==> src/rtl/seq_calc_if.sv <==
// rtl/seq_calc_if.sv - switch/button/LED bundle for seq_calc
interface seq_calc_if #(
   parameter int W = 4
);
   logic [2*W-1:0] sw;
   logic [3:0]     btn;
   logic [2*W-1:0] led;
   logic           busy;
   logic           err;

   modport master (
      output sw,
      output btn,
      input  led,
      input  busy,
      input  err
   );

   modport slave (
      input  sw,
      input  btn,
      output led,
      output busy,
      output err
   );
endinterface

==> src/rtl/seq_calc.sv <==
// rtl/seq_calc.sv - clocked mini calculator: add/sub, sort, iterative multiply and divide
// Optional SEQ_CALC_BTN_SYNC_EN inserts a two-flop btn synchroniser before edge detection.
module seq_calc #(
   parameter int W = 4
) (
   input  logic     clk,
   input  logic     rst_n,
   seq_calc_if.slave bus
);
   localparam int CW = (W > 1) ? $clog2(W) : 1;
   localparam logic [CW-1:0] CNT_LAST = CW'(W - 1);

   typedef enum logic [1:0] {
      S_IDLE,
      S_MUL,
      S_DIV
   } state_t;

   state_t         state, state_n;
   logic [3:0]     btn_s;
   logic [3:0]     btn_q;
   logic [3:0]     start;
   logic [W-1:0]   a_r, a_n;
   logic [W-1:0]   b_r, b_n;
   logic [CW-1:0]  cnt, cnt_n;
   logic [2*W-1:0] acc, acc_n;
   logic [W-1:0]   rem, rem_n;
   logic [W-1:0]   quo, quo_n;
   logic [2*W-1:0] led_r, led_n;
   logic           err_r, err_n;

   logic [W-1:0]   sw_a, sw_b;
   logic [W-1:0]   sum, dif;
   logic [2*W-1:0] acc_step;
   logic [W:0]     trial;
   logic           ge;
   logic [W-1:0]   dif_div;
   logic [W-1:0]   rem_step;
   logic [W-1:0]   quo_step;

`ifdef SEQ_CALC_BTN_SYNC_EN
   logic [3:0] sync1, sync2;

   always_ff @(posedge clk or negedge rst_n) begin
      if (!rst_n) begin
         sync1 <= '0;
         sync2 <= '0;
      end else begin
         sync1 <= bus.btn;
         sync2 <= sync1;
      end
   end

   assign btn_s = sync2;
`else
   assign btn_s = bus.btn;
`endif

   assign start = btn_s & ~btn_q;

   assign sw_a = bus.sw[2*W-1:W];
   assign sw_b = bus.sw[W-1:0];
   assign sum  = sw_a + sw_b;
   assign dif  = sw_a - sw_b;

   // One shift-add step: add a shifted by the current bit position when that b bit is set.
   assign acc_step = acc + (b_r[cnt] ? ({{W{1'b0}}, a_r} << cnt) : {2*W{1'b0}});

   // Restoring divide: quo doubles as the dividend shift register, its LSBs fill with quotient bits.
   assign trial    = {rem, quo[W-1]};
   assign ge       = (trial >= {1'b0, b_r});
   assign dif_div  = trial[W-1:0] - b_r;
   assign rem_step = ge ? dif_div : trial[W-1:0];
   assign quo_step = {quo[W-2:0], ge};

   always_comb begin
      state_n = state;
      a_n     = a_r;
      b_n     = b_r;
      cnt_n   = cnt;
      acc_n   = acc;
      rem_n   = rem;
      quo_n   = quo;
      led_n   = led_r;
      err_n   = err_r;
      case (state)
         S_IDLE: begin
            if (start[0]) begin
               a_n   = sw_a;
               b_n   = sw_b;
               err_n = 1'b0;
               led_n = {sum, dif};
            end else if (start[1]) begin
               a_n   = sw_a;
               b_n   = sw_b;
               err_n = 1'b0;
               led_n = (sw_b < sw_a) ? {sw_b, sw_a} : {sw_a, sw_b};
            end else if (start[2]) begin
               a_n     = sw_a;
               b_n     = sw_b;
               err_n   = 1'b0;
               acc_n   = '0;
               cnt_n   = '0;
               state_n = S_MUL;
            end else if (start[3]) begin
               a_n   = sw_a;
               b_n   = sw_b;
               err_n = 1'b0;
               if (sw_b == '0) begin
                  led_n = {{W{1'b1}}, sw_a};
                  err_n = 1'b1;
               end else begin
                  rem_n   = '0;
                  quo_n   = sw_a;
                  cnt_n   = '0;
                  state_n = S_DIV;
               end
            end
         end
         S_MUL: begin
            acc_n = acc_step;
            if (cnt == CNT_LAST) begin
               led_n   = acc_step;
               cnt_n   = '0;
               state_n = S_IDLE;
            end else begin
               cnt_n = cnt + 1'b1;
            end
         end
         S_DIV: begin
            rem_n = rem_step;
            quo_n = quo_step;
            if (cnt == CNT_LAST) begin
               led_n   = {quo_step, rem_step};
               cnt_n   = '0;
               state_n = S_IDLE;
            end else begin
               cnt_n = cnt + 1'b1;
            end
         end
         default: begin
            state_n = S_IDLE;
            cnt_n   = '0;
         end
      endcase
   end

   always_ff @(posedge clk or negedge rst_n) begin
      if (!rst_n) begin
         state <= S_IDLE;
         btn_q <= '0;
         a_r   <= '0;
         b_r   <= '0;
         cnt   <= '0;
         acc   <= '0;
         rem   <= '0;
         quo   <= '0;
         led_r <= '0;
         err_r <= 1'b0;
      end else begin
         state <= state_n;
         btn_q <= btn_s;
         a_r   <= a_n;
         b_r   <= b_n;
         cnt   <= cnt_n;
         acc   <= acc_n;
         rem   <= rem_n;
         quo   <= quo_n;
         led_r <= led_n;
         err_r <= err_n;
      end
   end

   assign bus.led  = led_r;
   assign bus.busy = (state != S_IDLE);
   assign bus.err  = err_r;
endmodule
==> src/flat_wrapper.sv <==
// flat-port wrapper written by rule: the top's interface ports become plain ports
module seq_calc_flat 
#(
   parameter int W = 4
)
  (clk, rst_n, bus_sw, bus_btn, bus_led, bus_busy, bus_err);
  seq_calc_if #(.W(W)) bus_i ();
  input  logic clk;
  input  logic rst_n;
  input wire logic [$bits(bus_i.sw)-1:0] bus_sw;
  input wire logic [$bits(bus_i.btn)-1:0] bus_btn;
  output wire logic [$bits(bus_i.led)-1:0] bus_led;
  output wire logic [$bits(bus_i.busy)-1:0] bus_busy;
  output wire logic [$bits(bus_i.err)-1:0] bus_err;
  assign bus_i.sw = bus_sw;
  assign bus_i.btn = bus_btn;
  assign bus_led = bus_i.led;
  assign bus_busy = bus_i.busy;
  assign bus_err = bus_i.err;
  seq_calc #(.W(W)) u_core (.clk(clk), .rst_n(rst_n), .bus(bus_i));
endmodule
==> config.mk <==
export PLATFORM = sky130hd
export DESIGN_NAME = seq_calc_flat
export DESIGN_NICKNAME = d
export VERILOG_FILES = /design/src/rtl/seq_calc_if.sv /design/src/rtl/seq_calc.sv /design/src/flat_wrapper.sv
export SDC_FILE = /design/constraint.sdc
export NUM_CORES = 1
export LEC_CHECK = 0
export ABC_AREA = 1
export CAP_MARGIN = 30
export CORE_ASPECT_RATIO = 1.4
export CORE_MARGIN = 8
export CORE_UTILIZATION = 50
export DETAILED_ROUTE_END_ITERATION = 7
export PLACE_DENSITY_LB_ADDON = 0.08
export SLEW_MARGIN = 20
export SYNTH_ARGS = -nofsm -noshare
export SYNTH_HDL_FRONTEND = slang
export SYNTH_SLANG_ARGS = --single-unit
==> constraint.sdc <==
create_clock -name clk -period 4.33 [get_ports clk]
set_input_delay 0.433 -clock clk [delete_from_list [all_inputs] [get_ports clk]]
set_output_delay 0.433 -clock clk [all_outputs]
set_load 0.01 [all_outputs]
==> metrics.txt <==
first-pass iteration count of the detailed router 4; Overall Global Routing Usage 0.193; P per Cell Area approximately 660 nW/µm²; Post-synth EDFFs 0; Main synth FF type dfrtp_1; clock root buffer clkbuf_8; Iteration-0 DRC Markers 123; grt total ovfl 0; Residual DRC 0; Die H approximately 110 µm; H-tree depth 2; Die ar. 8880 µm²; DP Wirelength 6.28 mm; # port buffers 23; initial antenna violation count 0; Net Count, Synth 461; reg2reg path depth 13; crit path cell chain o21ai_0 > nor3_1 > ha_1 > fa_1 > nand3_1 > nand2_1 > nand2_1 > nand3_1 > nand3_1 > nand2_1 > inv_1 > nand2_1 > nand2_1; Netlist cell types 33; unrepaired setup endpoints after global routing false; post-CTS sizing 0; most common library cells after synthesis nand2_1 (117), inv_1 (51), nand3_1 (49); I/O pin count 24; crit path max fanout 13; Routed WL per cell 15.4 µm; WP buf/inv 1; Initial Util 0.519; CTS buffer count 5; Final Util 0.592; DP Cell Count 506; async set-or-reset flop fraction in the synthesized netlist 1.00; setup TNS 0 ns; clock slew at reported path FFs 0.09 ns; Routed Antenna Nets 0; quantity of hold-fixing buffers added after cts 0; area leader, netlist dfrtp_1; crit path capture type flop; core footprint 5860 µm²; r2r setup slk 1.75 ns; Setup Fix Bufs, Post-CTS 0; Via Count 2761; synthesized instance count 420; crit-path leading delay family simple AND/OR/NAND/NOR gates; status complete, but fails checks; Hold Vio Cnt, Final 3; Worst Tran Pin Value 0.493 ns; Mean Syn Cell Area 7.25 µm²; required time worst endpoint roughly 4.6 ns; post-route cell area approximately 3500 µm²; Nets 485; CP dominant cell by count nand2_1; Area Growth Syn to Fin 14.1%; CTS tree yes; worst vdd ir 0.000352 V; vias per inst 5.36; most numerous cell in the Yosys netlist nand2_1; Die X 81.9 µm; clk_skew 0.0136 ns; Rel. slew slack 0.671; Hold WC Path Type input port to async pin; crit start category flop; Bufs on Longest Clock Path 2; max-slew violation count 0; pin count of the biggest net entering global routing 42; Core Rows 33; Post-DP Area 3310 µm²; final wirelength 7.92 mm; routability cong. ~0.9; global-route wire length before repair approximately 13 mm; reg2reg end u_core.bus.led[4]; hold slack -0.00382 ns; Max-cap violations 0; Crit-path slowest cell dfrtp_1; vias in the first global route 2764; Leak Pwr 1.80 nW; Final Critical Period 2.58 ns; total clock sinks 41; Area contributors post-synth dfrtp_1 (34%), nand2_1 (14%), ha_1 (9.5%); Post-Layout Cell Count 515; RR Startpoint u_core.cnt[0]; Skew-Pair Late Insertion Delay approximately 0.30 ns; final worst-path cycle share 0.596; Yosys reg bits 41; ratio of cells with drive above 1 in the final layout 0.0944; crit-path max cell delay roughly 0.53 ns; Max Freq 0.388 GHz; top cell type's share of synthesized area 0.337; CP Data Arrival Time roughly 2.8 ns; post-synthesis sequential area ratio 0.337; Crit Path Category flop to flop; area of the mapped netlist 3040 µm²; ant diodes 0; Ys Warns 0; final setup fails 0; failing checks negative hold slack
==> how the worst max path moves through the flow <==
stage                  start                 to  slack, ns  cells past startpoint
3_5_place_dp       bus_sw[4]  u_core.bus.led[3]       1.59                     14
3_3_place_gp       bus_sw[4]  u_core.bus.led[3]       1.58                     14
5_1_grt        u_core.cnt[0]  u_core.bus.led[4]       1.48                     13
6_report       u_core.cnt[0]  u_core.bus.led[4]       1.75                     13
2_1_floorplan  u_core.cnt[0]  u_core.bus.led[4]       2.17                     13
4_1_cts        u_core.cnt[0]  u_core.bus.led[4]       1.75                     13
==> state kept, by name (all words and copies together), names as in the netlist <==
| signal | count |
|---|---|
| u_core.btn_q | 4 |
| u_core.rem | 4 |
| u_core.state | 2 |
| u_core.bus.err | 1 |
| u_core.bus.led | 8 |
| u_core.b_r | 4 |
| u_core.acc | 8 |
| u_core.a_r | 4 |
| u_core.quo | 4 |
| u_core.cnt | 2 |
==> layout by cell type (no fill, tap or decap), types with 4 or more instances in the layout <==
master           instances
o21ai_2                  6
nand3_1                 49
a21oi_1                 24
nor2_2                   4
nand3b_1                 4
fa_1                     4
inv_2                    7
nor2_1                  22
inv_1                   51
o21ai_0                 16
nand2_2                  6
nand4_1                  4
nand2_1                117
ha_1                    23
dfrtp_1                 41
o21ai_1                 18
clkdlybuf4s50_1         22
clkbuf_8                 5
==> area by class of cell <==
class                   instances  area (µm²)
clock buffers                   5        68.8
clock inverters                 3        68.8
fillers                       582        2390
inverters                      59         223
multi-input cells             313        1750
flip-flops and latches         41        1030
well taps                      70        87.6
repair buffers                 24         245
==> power breakdown <==
group	switching, mW	total [mW]	internal, mW
clock	0.147	0.380	0.232
sequential	0.105	0.627	0.522
combinational	0.822	1.29	0.468
==> cells by family (layout without fill, tap and decap cells) <==
family | after synthesis | count (layout) | synth area share
xor gates and xnor gates | 2 | 2 | 0.00576
and+or+nand+nor | 212 | 212 | 0.309
DFF | 41 | 41 | 0.337
AOI/OAI and AO/OA | 70 | 70 | 0.133
adders and majority gates | 27 | 27 | 0.121
muxes | 2 | 2 | 0.00658
buffers and inverters | 66 | 91 | 0.0871
==> metal layers <==
metal / vias to the layer above / track usage / wire length, µm
met5: - / 0 / 0
li1: 1423 / - / -
met3: 15 / 0.0266 / 183
met1: 1275 / 0.235 / 3510
met4: 0 / 0.0718 / 225
met2: 48 / 0.333 / 4010
==> per-stage QoR <==
stage                     total power [mW]  setup WS (ns)
final                                 2.30           1.75
after global routing                  2.51           1.48
after detailed placement              1.92           1.59
after global placement                1.89           1.58
after floorplan                       1.52           2.17
after CTS                             2.30           1.75
No activity file was read; power rests on OpenSTA's default activity.
